## src/rtl/mem_fifo_arbiter.sv

```systemverilog
// Round-robin arbiter and credit scheduler that shares the write port of a 3-entry click FIFO
// between clocked requesters using 2-phase toggle handshakes.
module mem_fifo_arbiter #(
  parameter int N_REQ       = 4,
  parameter int DEPTH       = 3,
  parameter int SYNC_STAGES = 2,
  parameter int TIMEOUT     = 255
) (
  input  logic                         clk,
  input  logic                         rst,
  input  logic [N_REQ-1:0]             i_req,
  output logic [N_REQ-1:0]             o_grant,
  output logic [$clog2(N_REQ)-1:0]     o_gnt_id,
  output logic [N_REQ-1:0]             o_ack,
  output logic                         o_drive,
  input  logic                         i_free,
  input  logic                         i_drain,
  output logic [$clog2(DEPTH+1)-1:0]   o_count,
  output logic                         o_busy,
  output logic                         o_err
);

  localparam int IW = $clog2(N_REQ);
  localparam int CW = $clog2(DEPTH+1);
  localparam logic [CW-1:0] DEPTH_C   = CW'(DEPTH);
  localparam logic [15:0]   TIMEOUT_C = 16'(TIMEOUT);
  localparam logic [IW-1:0] PTR_RST   = IW'(N_REQ-1);

  typedef enum logic [1:0] {
    ST_IDLE,
    ST_WAIT,
    ST_ERR
  } state_t;

  state_t state_q, state_d;
  logic [N_REQ-1:0] grant_q, grant_d;
  logic [N_REQ-1:0] ack_q, ack_d;
  logic [IW-1:0]    gnt_id_q, gnt_id_d;
  logic [IW-1:0]    ptr_q, ptr_d;
  logic             drive_q, drive_d;
  logic [CW-1:0]    count_q, count_d;
  logic [15:0]      timer_q, timer_d;

  logic [SYNC_STAGES-1:0] free_sync_q, drain_sync_q;
  logic                   free_prev_q, drain_prev_q;
  logic                   free_ev, drain_ev;

  // Each toggle on the async inputs becomes exactly one single-cycle event.
  always_ff @(posedge clk) begin
    if (rst) begin
      free_sync_q  <= '0;
      drain_sync_q <= '0;
      free_prev_q  <= 1'b0;
      drain_prev_q <= 1'b0;
    end else begin
      free_sync_q  <= {free_sync_q[SYNC_STAGES-2:0], i_free};
      drain_sync_q <= {drain_sync_q[SYNC_STAGES-2:0], i_drain};
      free_prev_q  <= free_sync_q[SYNC_STAGES-1];
      drain_prev_q <= drain_sync_q[SYNC_STAGES-1];
    end
  end

  assign free_ev  = free_sync_q[SYNC_STAGES-1] ^ free_prev_q;
  assign drain_ev = drain_sync_q[SYNC_STAGES-1] ^ drain_prev_q;

  // Rotate the doubled request vector so bit 0 is the requester just after the pointer.
  logic [2*N_REQ-1:0] req_rot;
  logic               win_vld;
  logic [IW-1:0]      win_id;

  always_comb begin
    req_rot = {i_req, i_req} >> (int'(ptr_q) + 1);
    win_vld = 1'b0;
    win_id  = '0;
    for (int j = N_REQ-1; j >= 0; j--) begin
      if (req_rot[j]) begin
        win_vld = 1'b1;
        win_id  = IW'((int'(ptr_q) + 1 + j) % N_REQ);
      end
    end
  end

  logic issue;
  logic underflow;

  always_comb begin
    state_d   = state_q;
    grant_d   = grant_q;
    gnt_id_d  = gnt_id_q;
    ack_d     = '0;
    drive_d   = drive_q;
    ptr_d     = ptr_q;
    timer_d   = timer_q;
    issue     = 1'b0;
    underflow = drain_ev && (count_q == '0);

    case (state_q)
      ST_IDLE: begin
        if (free_ev || underflow) begin
          state_d = ST_ERR;
        end else if (win_vld && (count_q < DEPTH_C)) begin
          issue    = 1'b1;
          state_d  = ST_WAIT;
          grant_d  = N_REQ'(1) << win_id;
          gnt_id_d = win_id;
          drive_d  = ~drive_q;
          timer_d  = '0;
        end
      end
      ST_WAIT: begin
        if (underflow) begin
          state_d = ST_ERR;
          grant_d = '0;
        end else if (free_ev) begin
          ack_d   = grant_q;
          grant_d = '0;
          ptr_d   = gnt_id_q;
          state_d = ST_IDLE;
        end else if (timer_q == TIMEOUT_C) begin
          state_d = ST_ERR;
          grant_d = '0;
        end else begin
          timer_d = timer_q + 16'd1;
        end
      end
      default: begin
        state_d = ST_ERR;
        grant_d = '0;
      end
    endcase

    // An issue and a drain landing together cancel out.
    count_d = count_q;
    if (issue && !drain_ev) begin
      count_d = count_q + CW'(1);
    end else if (drain_ev && !issue && !underflow) begin
      count_d = count_q - CW'(1);
    end
  end

  always_ff @(posedge clk) begin
    if (rst) begin
      state_q  <= ST_IDLE;
      grant_q  <= '0;
      gnt_id_q <= '0;
      ack_q    <= '0;
      drive_q  <= 1'b0;
      ptr_q    <= PTR_RST;
      count_q  <= '0;
      timer_q  <= '0;
    end else begin
      state_q  <= state_d;
      grant_q  <= grant_d;
      gnt_id_q <= gnt_id_d;
      ack_q    <= ack_d;
      drive_q  <= drive_d;
      ptr_q    <= ptr_d;
      count_q  <= count_d;
      timer_q  <= timer_d;
    end
  end

  assign o_grant  = grant_q;
  assign o_gnt_id = gnt_id_q;
  assign o_ack    = ack_q;
  assign o_drive  = drive_q;
  assign o_count  = count_q;
  assign o_busy   = (state_q != ST_IDLE);
  assign o_err    = (state_q == ST_ERR);

endmodule

```

## config.mk

```make
export PLATFORM = sky130hd
export DESIGN_NAME = mem_fifo_arbiter
export DESIGN_NICKNAME = d
export VERILOG_FILES = /design/src/rtl/mem_fifo_arbiter.sv
export SDC_FILE = /design/constraint.sdc
export NUM_CORES = 1
export LEC_CHECK = 0
export BUFFER_PORTS_ARGS = -buffer_cell sky130_fd_sc_hd__buf_2
export CORE_AREA = 8 8 70 72
export CTS_CLUSTER_DIAMETER = 50
export CTS_CLUSTER_SIZE = 30
export DETAILED_ROUTE_END_ITERATION = 16
export DIE_AREA = 0 0 78 80
export PLACE_DENSITY_LB_ADDON = 0.2
export SYNTH_ARGS = -nofsm -noshare
export SYNTH_HDL_FRONTEND = slang
export SYNTH_SLANG_ARGS = --single-unit
```

## constraint.sdc

```tcl
create_clock -name clk -period 2.2 [get_ports clk]
set_input_delay 0.22 -clock clk [delete_from_list [all_inputs] [get_ports clk]]
set_output_delay 0.22 -clock clk [all_outputs]
set_load 0.02 [all_outputs]
```

==> reports/qor.txt, run 1 <==
Status = finished, final reports clean
Seq cells post-synth = 39
Initial core utilization = 0.475
Fin. Hold Viols = 0
Ports = 23
Worst Skew = 0.00136 ns
Combinational power share = 0.231
Setup tns final = 0 ns
RSZ-0062 raised after global routing = no
Synth cell count leaders = dfxtp_1, nor2_1, nand4_1
Final design utilization = 0.534
Post-CTS Resized = 0
Leak = 0.813 nW
Synth Flop Type = dfxtp_1
First-pass GRT wire length = 6560 µm
Flop pwr share = 0.461
Via-to-Cell Ratio = 5.45
Critical path's largest stage delay = 0.56 ns
Top-area cell type share of the netlist area = 0.426
Mapped cell area = 1830 µm²
Hold Crit Class = in2reg
Final-report setup violation count = 0
Worst vdd ir = 0.000390 V
Placer Congestion = 0.807
CTS Buffer Depth = 2
Internal power = 0.00118 W
Clock transition at path regs = 0.07 ns
Cells along the critical path = ha_1 -> and3_1 -> a41oi_4 -> a22o_1 -> a22oi_1 -> nor2_1
Hold_buf cts = 0
Number of flops mapped to enable cells by yosys = 0
Max-Cap Viols = 0
Area Growth Syn to Fin = 12.3%
Row count = 23
Share of cells above drive strength 1 = 0.196
Mapped Cells = 197
Antenna diode count = 0
Post-route ant nets = 0
Layout filler cell count = 364
Die area = 6240 µm²
Die Y = 80 µm
Post-CTS Setup Repair Bufs = 0
Via count = 1467
Die X = 78 µm
Slew @ Worst Pin = 0.635 ns
Post-detail-place hpwl = 2760 µm
F_max = 0.512 GHz
Arr. time, crit path = 2.18 ns
Clk_lat worst skew = 0.29 ns
Clock power share = 0.308
Initial antenna violation count = 0
Largest area contributor in the netlist = dfxtp_1
Slowest CP cell = a41oi_4
Number of library cell types mapped by synthesis = 49
Final WL = 3890 µm
PD cells = 834 nW/µm²
Tcrit/Tclk final = 0.887
Sequential area share after synthesis = 0.426
Number of DRC violations after detailed-routing iteration 0 = 98
Post-Place Worst Slack = 0.302 ns
Final worst setup slack = 0.249 ns
Synth Area per Inst = 9.30 µm²
Largest net degree at the start of global routing = 28
IO buf count = 22
Slew Limit Fails = 0
Tmin final = 1.95 ns
CP startpoint kind = flip-flop
Multi-input logic area = 971 µm²
Psw = 0.000536 W
Most common cell in the netlist = dfxtp_1
Grt ovf = 0
CP Capture Type = flip-flop
H-tree levels = 2
Initial DRT Pass Iterations = 4
Number of global-route vias before repair = 1401
Top cells by area, synth = dfxtp_1, xor2_1, nor2_1
Post-layout net count = 227
Post-synth ARST share = 0
GR Util All Layers = 0.130
Storage cell area = 781 µm²
Clock sinks = 39
CP Buf/Inv Count = 0
Root Driver = clkbuf_8
CP top delay family = compound AO/OA/AOI/OAI gates
CTS buffer count = 5
CP Max Fanout = 17
Yosys warning total = 0
Net Sw Frac = 0.312
CTS tree = yes
Setup CP Type = reg2reg
Post-route DRC = 0
DR WL/cell = 14.4 µm
WP data required = 2.42 ns
Placeable Area = 3860 µm²
Synthesized net count = 206
Relative slew slack = 0.577
==> placed cells by master (no fill, tap or decap), drive strengths merged, types with 7 or more instances in the layout <==
master,instances
buf,23
clkbuf,8
dfxtp,39
inv,7
nand2,10
nand4,14
nor2,27
nor2b,7
xor2,13
==> kinds of logic (layout without fill, tap and decap cells) <==
| family | after synthesis | count (layout) | share of synthesized area |
|---|---|---|---|
| compound gates | 23 | 23 | 0.116 |
| fa+ha+maj | 1 | 1 | 0.00682 |
| simple gates | 96 | 96 | 0.296 |
| buf+inv | 16 | 38 | 0.0444 |
| xor+xnor | 19 | 19 | 0.0949 |
| flops | 39 | 39 | 0.426 |
| mux | 3 | 3 | 0.0164 |
==> state kept, by name (all words and copies together) (netlist names) <==
| register | cells |
|---|---|
| drain_prev_q | 1 |
| drain_sync_q | 2 |
| free_prev_q | 1 |
| free_sync_q | 2 |
| o_ack | 4 |
| o_count | 2 |
| o_drive | 1 |
| o_gnt_id | 2 |
| o_grant | 4 |
| ptr_q | 2 |
| state_q | 2 |
| timer_q | 16 |
==> power groups by stage <==
stage / registers, W / logic, W / clock network, W
floorplan: 0.000832 / 0.000274 / 0
global placement: 0.000804 / 0.000387 / 0
detailed placement: 0.000806 / 0.000396 / 0
CTS: 0.000791 / 0.000399 / 0.000539
global route: 0.000798 / 0.000438 / 0.000572
finish: 0.000791 / 0.000397 / 0.000528
==> final timing paths <==
| check | from | end | slack, ns | cells after the start |
|---|---|---|---|---|
| worst min-delay path | i_free | free_sync_q[0] | 0.14 | 2 |
| worst min register to register | free_sync_q[0] | free_sync_q[1] | 0.45 | 1 |
| worst max-delay path | timer_q[0] | o_grant[1] | 0.25 | 6 |
| worst max register to register | timer_q[0] | o_grant[1] | 0.25 | 6 |
==> through the flow <==
stage	power [W]	cell area, µm²	cells	hold WS, ns
6_report	0.00172	2060	269	0.140
3_3_place_gp	0.00119	1960	261	0.429
5_1_grt	0.00181	2060	269	0.132
2_1_floorplan	0.00111	1830	197	0.348
3_5_place_dp	0.00120	1960	261	0.431
4_1_cts	0.00173	2060	269	0.134
==> per-layer routing <==
layer	GRT usage	wire, µm	vias to the layer above	share of wire
met4	0.0556	72	0	0.019
li1	-	-	729	-
met2	0.229	1980	35	0.51
met5	0	0	-	0
met3	0.0417	168	9	0.043
met1	0.141	1670	694	0.43
==> area by class of cell <==
| cell class | instances | share of cell area |
|---|---|---|
| Multi-Input combinational cell | 142 | 0.472 |
| Clock buffer | 8 | 0.0486 |
| Inverter | 7 | 0.0128 |
| Timing Repair Buffer | 23 | 0.0571 |
| Tap cell | 50 | 0.0304 |
| Sequential cell | 39 | 0.379 |
No activity file was read; power rests on OpenSTA's default activity.
==> inputs of run 2 (changes only) <==
clock period = 1.95 ns   (was 2.2 ns; I/O delays follow)
==> run 2 against run 1 <==
  * Non-clock buffer count increased by 6
  * Critical path depth did not move
  * Count of clock-buffer cells in the layout down 2
  * Worst setup slack worse by 0.035 ns
==> reports/qor.txt, run 2 (synthesis results as in run 1) <==
CTS Buffer Depth = 2
Psw = 0.000582 W
Storage cell area = 781 µm²
Initial antenna violation count = 0
Tcrit/Tclk final = 0.890
Hold Crit Class = in2reg
Via count = 1474
Worst setup path end = o_grant[1]
Clk_lat worst skew = 0.29 ns
Flop pwr share = 0.484
Number of global-route vias before repair = 1518
Die X = 78 µm
Antenna diode count = 0
IO buf count = 22
Reg2Reg Depth = 6
R2r setup slk = 0.21 ns
CTS tree = yes
Via-to-Cell Ratio = 5.40
Most frequent cells in the layout = dfxtp_1, nor2_1, buf_2
Reg2Reg Capture Point = o_grant[1]
F_max = 0.576 GHz
Post-detail-place hpwl = 2810 µm
Row count = 23
Largest register FFs = 16
Share of cells above drive strength 1 = 0.215
Clock sinks = 39
Number of DRC violations after detailed-routing iteration 0 = 64
Initial DRT Pass Iterations = 4
CP Buf/Inv Count = 1
Worst vdd ir = 0.000528 V
Slew @ Worst Pin = 0.475 ns
CTS buffer count = 5
Final design utilization = 0.538
Grt ovf = 0
Layout filler cell count = 364
Combinational power share = 0.249
Root Driver = clkbuf_8
Placeable Area = 3860 µm²
Status = finished, final reports clean
Most flops, register = timer_q
Cell count along the critical path = 6
Reg2reg start = timer_q[10]
DP Area = 1980 µm²
Initial core utilization = 0.475
Multi-input logic area = 971 µm²
Leak = 0.821 nW
Setup CP Type = reg2reg
Post-layout net count = 233
Post-route ant nets = 0
Die area = 6240 µm²
DR WL/cell = 13.9 µm
Placed Cells = 264
Max-Cap Viols = 0
RSZ-0062 raised after global routing = no
PD cells = 888 nW/µm²
Largest net degree at the start of global routing = 28
Relative slew slack = 0.680
Critical Path Source = timer_q[10]
Post-route DRC = 0
Internal power = 0.00126 W
Setup tns final = 0 ns
H-tree levels = 2
Arr. time, crit path = 1.90 ns
Fin cells = 273
Final WL = 3790 µm
Fin. Hold Viols = 0
CP Capture Type = flip-flop
Net Sw Frac = 0.316
CP Max Fanout = 4
WP data required = 2.11 ns
Worst Skew = 0.00405 ns
Area Growth Syn to Fin = 13.2%
CP startpoint kind = flip-flop
Slew Limit Fails = 0
Tmin final = 1.74 ns
Clock power share = 0.267
Critical path's largest stage delay = 0.44 ns
Clock transition at path regs = 0.07 ns
Hold_sp = i_free
Ports = 23
CP top delay family = compound AO/OA/AOI/OAI gates
Final-report setup violation count = 0
Die Y = 80 µm
Cells along the critical path = nor4_2 -> a41oi_4 -> buf_4 -> a22o_1 -> a22oi_1 -> nor2_1
Fin area = 2080 µm²
GR Util All Layers = 0.127
Placer Congestion = 0.811
Commonest non-fill, non-tap cell in the layout = dfxtp_1
Slowest CP cell = nor4_2
First-pass GRT wire length = 6470 µm
-- run 2: final cells by class --
cell class | instances | area share
Clock buffer | 6 | 0.0350
Sequential cell | 39 | 0.376
Multi-Input combinational cell | 142 | 0.468
Tap cell | 50 | 0.0301
Inverter | 7 | 0.0127
Timing Repair Buffer | 29 | 0.0784
-- run 2: worst min-delay path by stage --
stage | to | slack [ns] | depth (start not counted)
after floorplan | drain_sync_q[0] | 0.32 | 1
after global placement | free_sync_q[0] | 0.41 | 2
after detailed placement | drain_sync_q[0] | 0.41 | 2
after CTS | drain_sync_q[0] | 0.11 | 2
after global routing | free_sync_q[0] | 0.11 | 2
final | free_sync_q[0] | 0.11 | 2
-- run 2: metal layers --
| layer | routed length, µm | up-vias | share of wire | GRT usage |
|---|---|---|---|---|
| met5 | 0 | - | 0 | 0 |
| met4 | 46 | 0 | 0.012 | 0.0593 |
| met3 | 128 | 5 | 0.034 | 0.0372 |
| met2 | 1960 | 26 | 0.52 | 0.232 |
| met1 | 1660 | 706 | 0.44 | 0.132 |
| li1 | - | 737 | - | - |
-- run 2: power groups by stage --
stage | Combinational (W) | Clock (W) | Sequential, W
6_report | 0.000459 | 0.000493 | 0.000891
4_1_cts | 0.000458 | 0.000508 | 0.000891
3_5_place_dp | 0.000456 | 0 | 0.000909
5_1_grt | 0.000503 | 0.000538 | 0.000898
3_3_place_gp | 0.000441 | 0 | 0.000907
2_1_floorplan | 0.000309 | 0 | 0.000938
-- run 2: stage by stage --
| stage | hold WS (ns) | power, W | setup WS [ns] |
|---|---|---|---|
| after floorplan | 0.323 | 0.00125 | 0.237 |
| after global placement | 0.409 | 0.00135 | 0.164 |
| after detailed placement | 0.412 | 0.00136 | 0.111 |
| after CTS | 0.109 | 0.00186 | 0.0876 |
| after global routing | 0.112 | 0.00194 | 0.0802 |
| final | 0.113 | 0.00184 | 0.214 |
-- run 2: what timing repair did --
item | in CTS | in global routing
resized for setup | 0 | 1
buffers inserted | 0 | 3
endpoints found under the setup margin | 0 | 3
hold buffers | 0 | 0
==> inputs of run 3 (changes only) <==
CORE_AREA = 2 2 64 66   (was 8 8 70 72)
DIE_AREA = 0 0 66 68   (was 0 0 78 80)
HOLD_SLACK_MARGIN = 0.08   (was default)
==> run 3 against run 2 <==
  * Routed wire length shrank 4.4%
  * Register-to-register slack is essentially flat
  * Critical path depth is the same
  * Sequential power is essentially flat
  * Via count shrank 1.5%
  * Final area grew 0.30%
  * Clock skew grew 0.0019 ns
  * Worst hold slack gained 0.0085 ns
  * Die area shrank 28%
  * Largest cell class unchanged
==> reports/qor.txt, run 3 (synthesis results as in run 1) <==
Setup tns final = 0 ns
Clk_lat worst skew = 0.29 ns
Post-route ant nets = 0
Number of DRC violations after detailed-routing iteration 0 = 110
Post-layout net count = 231
Setup CP Type = reg2reg
CTS buffer count = 5
CP Capture Type = flip-flop
Hold Crit Class = in2reg
Final WL = 3620 µm
Fin area = 2080 µm²
RSZ-0062 raised after global routing = no
Grt ovf = 0
Status = finished, final reports clean
Die X = 66 µm
H-tree levels = 2
Largest register FFs = 16
CP startpoint kind = flip-flop
Tot Pwr = 0.00186 W
Slew @ Worst Pin = 0.474 ns
Critical Path Source = timer_q[10]
Relative slew slack = 0.681
IO buf count = 22
Final-report setup violation count = 0
Root Driver = clkbuf_8
Arr. time, crit path = 1.90 ns
DP Area = 1980 µm²
Tmin final = 1.74 ns
Reg2reg start = timer_q[10]
CTS tree = yes
Most frequent cells in the layout = dfxtp_1, nor2_1, buf_2
CTS Buffer Depth = 2
Number of global-route vias before repair = 1387
Min Hold Slack = 0.122 ns
Initial antenna violation count = 0
Initial core utilization = 0.475
Worst vdd ir = 0.000485 V
Commonest non-fill, non-tap cell in the layout = dfxtp_1
F_max = 0.575 GHz
Tcrit/Tclk final = 0.891
Clock sinks = 39
Antenna diode count = 0
Row count = 23
Area Growth Syn to Fin = 13.6%
DR WL/cell = 13.3 µm
CP Max Fanout = 16
Worst Skew = 0.00596 ns
Via-to-Cell Ratio = 5.32
Placeable Area = 3860 µm²
Leak = 0.823 nW
Clock transition at path regs = 0.07 ns
PD cells = 894 nW/µm²
WP data required = 2.11 ns
Ports = 23
GR Util All Layers = 0.180
Die Y = 68 µm
Most flops, register = timer_q
Largest net degree at the start of global routing = 28
Post-route DRC = 0
Via count = 1452
Slew Limit Fails = 0
First-pass GRT wire length = 6120 µm
Die area = 4490 µm²
Hold_sp = i_drain
Placer Congestion = 0.833
Share of cells above drive strength 1 = 0.211
Post-detail-place hpwl = 2570 µm
Initial DRT Pass Iterations = 4
Fin. Hold Viols = 0
Max-Cap Viols = 0
==> run 3: cell count changes in the layout (fill, tap and decap cells not counted) <==
cell / delta
clkbuf_1: +1
buf_12: +1
clkinv_2: +1
buf_4: -3
==> run 3: area by class of cell <==
class | count | area, µm²
clock buffer | 7 | 76.3
timing repair buffer | 27 | 160
multi-input combinational | 142 | 971
inverter | 7 | 26.3
fill | 376 | 1770
tap | 50 | 62.6
clock inverter | 1 | 5.00
sequential | 39 | 781
==> run 3: layer usage <==
| layer | GRT usage | routed length (µm) | part of all wire | up-vias |
|---|---|---|---|---|
| met4 | 0.0816 | 61 | 0.017 | 0 |
| met3 | 0.0477 | 114 | 0.032 | 6 |
| met1 | 0.207 | 1590 | 0.44 | 690 |
| met2 | 0.316 | 1850 | 0.51 | 22 |
| li1 | - | - | - | 734 |
| met5 | 0 | 0 | 0 | - |
==> run 3: worst paths after layout <==
path | endpoint | slack, ns | cells after the start
setup / recovery | o_grant[1] | 0.21 | 6
hold / removal | drain_sync_q[0] | 0.12 | 2
setup reg to reg | o_grant[1] | 0.21 | 6
hold reg to reg | free_sync_q[1] | 0.45 | 1
==> run 3: stage by stage <==
step	setup slack (ns)	utilization	std cells
after floorplan	0.237	-	197
after global placement	0.153	0.514	264
after detailed placement	0.132	0.514	264
after CTS	0.103	0.535	272
after global routing	0.109	0.540	273
final	0.212	0.540	273
==> run 3: report_power, final <==
group / switching (W) / total [W] / internal (W) / leakage (nW)
combinational: 0.000280 / 0.000454 / 0.000174 / 0.464
sequential: 0.0000440 / 0.000891 / 0.000847 / 0.317
clock: 0.000266 / 0.000517 / 0.000251 / 0.0422
==> run 3: critical path, cell delays in order, from the launching register on <==
cell and delay [ns]:
dfxtp_1 0.33, nor4_2 0.40, a41oi_4 0.19, buf_12 0.19, a22o_1 0.24, a22oi_1 0.20, nor2_1 0.06
==> run 3: what timing repair did <==
item | in CTS | in global routing
setup buffers | 0 | 1
gates resized for setup | 0 | 1
endpoints found under the hold margin | 0 | 0
setup endpoints to repair | 0 | 8
hold buffers | 0 | 0
